**src/rtl/mux_arb_reg_pkg.sv**
```systemverilog
// Shared definitions for the registered N-way selector/arbiter.
package mux_arb_reg_pkg;

    localparam logic MODE_SEL = 1'b0;
    localparam logic MODE_RR  = 1'b1;

    // Index width for n channels, never below 1.
    function automatic int unsigned sel_width(input int unsigned n);
        int unsigned w;
        w = 0;
        while ((1 << w) < n) begin
            w++;
        end
        return (w < 1) ? 1 : w;
    endfunction

endpackage

```
**src/rtl/mux_arb_reg_rr_arbiter.sv**
```systemverilog
// Combinational round-robin search: first requester after ptr, wrapping modulo N.
module rr_arbiter
    import mux_arb_reg_pkg::*;
#(
    parameter int unsigned N    = 3,
    parameter int unsigned SELW = 2
) (
    input  logic [N-1:0]    req,
    input  logic [SELW-1:0] ptr,
    output logic [SELW-1:0] grant,
    output logic            any_grant
);

    int unsigned idx;

    // Walk offsets from farthest to nearest so the nearest requester is written last.
    always_comb begin
        grant     = '0;
        any_grant = 1'b0;
        idx       = 0;
        for (int k = int'(N); k >= 1; k--) begin
            idx = (32'(ptr) + 32'(k)) % N;
            if (req[idx]) begin
                grant     = SELW'(idx);
                any_grant = 1'b1;
            end
        end
    end

endmodule

```
**src/rtl/mux_arb_reg.sv**
```systemverilog
// N-way WIDTH-bit selector with external-select or round-robin grant and a
// registered valid/ready output stage.
module mux_arb_reg
    import mux_arb_reg_pkg::*;
#(
    parameter  int unsigned WIDTH = 16,
    parameter  int unsigned N     = 3,
    localparam int unsigned SELW  = sel_width(N)
) (
    input  logic               clk,
    input  logic               reset,
    input  logic [N*WIDTH-1:0] in_data,
    input  logic [N-1:0]       in_valid,
    output logic [N-1:0]       in_ready,
    input  logic               mode,
    input  logic [SELW-1:0]    sel,
    output logic [WIDTH-1:0]   out_data,
    output logic               out_valid,
    input  logic               out_ready,
    output logic [SELW-1:0]    out_chan,
    output logic               sel_err
);

    localparam int unsigned NSEL = 2 ** SELW;

    logic [SELW-1:0] ptr;
    logic [SELW-1:0] rr_grant;
    logic            rr_any;
    logic [SELW-1:0] grant_idx;
    logic            grant_any;
    logic            sel_ok;
    logic            can_load;
    logic            load;
    logic [NSEL-1:0] valid_ext;

    rr_arbiter #(.N(N), .SELW(SELW)) u_rr (
        .req       (in_valid),
        .ptr       (ptr),
        .grant     (rr_grant),
        .any_grant (rr_any)
    );

    // Grant source mux and handshake; valid is widened so any sel value indexes safely.
    always_comb begin
        valid_ext = NSEL'(in_valid);
        sel_ok    = 32'(sel) < N;
        grant_idx = rr_grant;
        grant_any = rr_any;
        if (mode == MODE_SEL) begin
            grant_idx = sel;
            grant_any = sel_ok & valid_ext[sel];
        end
        can_load = !out_valid | out_ready;
        load     = !reset & can_load & grant_any;
        in_ready = load ? (N'(1) << grant_idx) : '0;
    end

    always_ff @(posedge clk) begin
        if (reset) begin
            out_valid <= 1'b0;
            out_data  <= '0;
            out_chan  <= '0;
            sel_err   <= 1'b0;
            ptr       <= SELW'(N - 1);
        end else begin
            sel_err <= (mode == MODE_SEL) & !sel_ok;
            if (load) begin
                out_valid <= 1'b1;
                out_data  <= in_data[32'(grant_idx)*WIDTH +: WIDTH];
                out_chan  <= grant_idx;
                ptr       <= grant_idx;
            end else if (out_ready) begin
                out_valid <= 1'b0;
            end
        end
    end

endmodule
```
**config.mk**
```make
export PLATFORM = sky130hd
export DESIGN_NAME = mux_arb_reg
export DESIGN_NICKNAME = d
export VERILOG_FILES = /design/src/rtl/mux_arb_reg_pkg.sv /design/src/rtl/mux_arb_reg_rr_arbiter.sv /design/src/rtl/mux_arb_reg.sv
export SDC_FILE = /design/constraint.sdc
export NUM_CORES = 1
export LEC_CHECK = 0
export BUFFER_PORTS_ARGS = -buffer_cell sky130_fd_sc_hd__buf_4
export CORE_AREA = 2 2 82 84
export CTS_CLUSTER_DIAMETER = 200
export CTS_CLUSTER_SIZE = 25
export DETAILED_ROUTE_END_ITERATION = 6
export DIE_AREA = 0 0 84 86
export GPL_TIMING_DRIVEN = 0
export PLACE_DENSITY = 0.6
export SLEW_MARGIN = 25
export SYNTH_ARGS = -nofsm -noshare
export SYNTH_HDL_FRONTEND = slang
export SYNTH_SLANG_ARGS = --single-unit
```
**constraint.sdc**
```tcl
create_clock -name clk -period 2.6 [get_ports clk]
set_input_delay 0.52 -clock clk [delete_from_list [all_inputs] [get_ports clk]]
set_output_delay 0.52 -clock clk [all_outputs]
set_load 0.03 [all_outputs]
```
==> impl_results.md <==
- RePlAce Congestion: a little under 0.8
- Critical path arrival: between 2 and 2.5 ns
- Die area: ~7200 sq um
- CTS tree: done
- Unrepaired setup endpoints after global routing: true
- Clock latency on the worst-skew pair: ~0.27 ns
- Synthesized instance count: 194
- Rows: 29
- 1st-pass router iterations: 4
- Via count: 1795
- Yosys reg bits: 21
- Wire length per cell: around 14 um
- Worst slew pin tran: 0.687 ns
- Number of global-route vias before repair: 1849
- Port bufs: 79
- Core Region: between 6000 and 7000 sq um
- HPWL after DPL: ~3900 um
- Worst setup path category: flop to output pin
- Worst setup EP type: output pin
- Number of enable flip-flop cells after synthesis: 0
- Multi-input logic area: between 1000 and 1500 sq um
- Fin nets: 359
- Largest net degree at the start of global routing: 13
- Total clock buffers created by CTS: 3
- Max VDD drop: 0.231 mV
- Share of the synthesized area in the top cell type: 0.261
- Status: finished with violations
- Failing checks: negative setup slack
- Setup violations, final: 3
- Cts hold-fix bufs: 0
- Final WL: 5400 um
- Leakage power: around 1.2 nW
- Clk buf depth: 2
- Type of origin of the critical path: flop
- Clock root cell: clkbuf_8
- Final ANT Viol Nets: 0
- Critical-path top delay cell: dfxtp_4
- Worst Hold Class: primary input to flop
- PD cells: 458 nW/um^2
- Grt ovf: 0
- Final worst slack: -0.120 ns
- Fin. Hold Viols: 0
- Post-Synthesis Cell Area: 1610 sq um
- Total track usage: 0.150
- Relative slew slack: 0.542
- Register area: 428 sq um
- Final min period: 2.72 ns
- Post-synth cell types: 45
- Max Clk Rate: 0.368 GHz
- Filler cells: 644
- Non-Filler Instances: around 370
- Crit-path max FO: 5
- Post-DR vias/cell: 4.80
- Crit path required time: 2.08 ns
- Area grow syn2layout: 66.8%
- Ys flop type: dfxtp_1
- Top post-synthesis cells by area: dfxtp_1 26%, and3_1 6.6%, nand2_1 5.8%
- Initial DRC count: between 40 and 50
- Clock-pin slew on the worst setup and hold paths: approximately 0.09 ns
- Synthesized area per cell: 8.29 sq um
- Initial antenna violation count: 0
- Area leader, netlist: dfxtp_1
- Syn. warnings: 0
- Asr flop ratio synth: 0
- Die W: 84 um
- First-pass GRT wire length: 8870 um
- DRC Markers: 0
- Sequential area share after synthesis: 0.261
- Setup TNS: -0.292 ns
- Clk_skew: roughly 0.0031 ns
- Overall power: 1.23 mW
- CP Cell Sequence: inv_4, ha_4, and2b_2, o2bb2ai_4, o311a_1, and2_4, buf_8, nor2b_4, buf_6
- Period utilization: 1.05
- Number of diodes: 0
- Starting Density: 0.256
- Layout cell share with drive strength beyond 1: 0.505
- Max-Cap Viols: 0
- CTS HTree Levels: 1
- CP peak stage delay: 0.39 ns
- Clk sink count: 21
- Placed cell count: 350
- Max-slew violation count: 0
- Mapped Nets: 255
- Die Y: 86 um
- I/O pins: 80
## synth_stat cells, types with 2 or more instances
library cell and number:
a211oi_2 7, a21boi_0 9, a21boi_1 7, a21oi_1 11
a31oi_1 9, and3_1 17, buf_2 2, buf_4 4
buf_6 2, clkbuf_1 6, dfxtp_1 21, ha_1 4
inv_1 3, mux2i_1 3, nand2_1 25, nand2b_1 3
nor2_1 10, nor2b_1 5, o211ai_1 3, o21ai_1 17
o221ai_1 2
## worst paths after layout
check	cells past startpoint	slack [ns]	start	end
min reg2reg	2	0.46	out_chan[1]	out_chan[1]
max reg2reg	10	0.22	out_chan[0]	out_data[13]
max	9	-0.12	out_chan[0]	in_ready[0]
min	2	0.45	reset	sel_err
## per-stage QoR
step	setup slack, ns	instance area (sq um)	hold slack [ns]	util
4_1_cts	-0.209	2630	0.447	0.419
3_5_place_dp	-0.316	2310	0.458	0.367
2_1_floorplan	0.0283	1620	0.483	-
5_1_grt	-0.185	2680	0.449	0.428
3_3_place_gp	-0.263	2310	0.450	0.367
6_report	-0.120	2680	0.447	0.428
## flip-flops by register name, indices dropped and copies added, names as in the netlist
register / cells
out_chan: 2
sel_err: 1
ptr: 1
out_data: 16
out_valid: 1
## power by group
part           internal [mW]  switching, mW
sequential             0.352         0.0205
combinational          0.306          0.322
clock                  0.107          0.122
total                  0.765          0.464
## placed cells by master (no fill, tap or decap), types with 2 or more instances in the layout
cell         n
a21oi_1     11
buf_2        2
nor2b_1      4
dfxtp_4      2
buf_4      100
o221ai_2     2
mux2i_4      2
o2bb2ai_4    2
nand2b_1     3
o21ai_1     17
clkbuf_1     4
a211oi_2     7
a31oi_1      9
and3_1      17
ha_4         3
o211ai_1     3
buf_8        2
a21boi_0     9
nor2_1      10
buf_6        3
a21boi_1     7
dfxtp_1     19
clkbuf_8     4
inv_4        2
nand2_1     25
## worst max-delay path, delay by kind of cell, from the launching register on
kind	cells	cell delay [ns]
flip-flops	1	0.39
buffers and inverters	3	0.28
AO/OA/AOI/OAI	2	0.54
adder cells (fa/ha/maj)	1	0.23
AND/OR/NAND/NOR	3	0.50
## layer usage
metal | global-route usage | vias up | wire length (um)
met1 | 0.197 | 826 | 2480
met4 | 0.0308 | 0 | 58
met2 | 0.261 | 49 | 2590
met3 | 0.0231 | 6 | 267
li1 | - | 914 | -
met5 | 0 | - | 0
## cell type report
cell class                      count  share of cell area
Clock inverter                      1             0.00186
Buffer                             11              0.0289
Clock buffer                        3              0.0154
Multi-Input combinational cell    154               0.448
Tap cell                           77              0.0359
Inverter                            4              0.0121
Timing Repair Buffer              103               0.298
Sequential cell                    21               0.159
## cells by family (layout without fill, tap and decap cells)
family / count (synthesis) / count (layout) / synth area share
compound gates: 75 / 75 / 0.365
flops: 21 / 21 / 0.261
mux: 5 / 5 / 0.0397
buf+inv: 19 / 122 / 0.0684
simple gates: 70 / 70 / 0.234
fa+ha+maj: 4 / 4 / 0.0311
## timing repair
item | in CTS | in global routing
pin swaps | 8 | 8
resized for setup | 37 | 5
buffers inserted | 15 | 9
endpoints found under the setup margin | 4 | 5
Power figures use the tool's default switching activity.
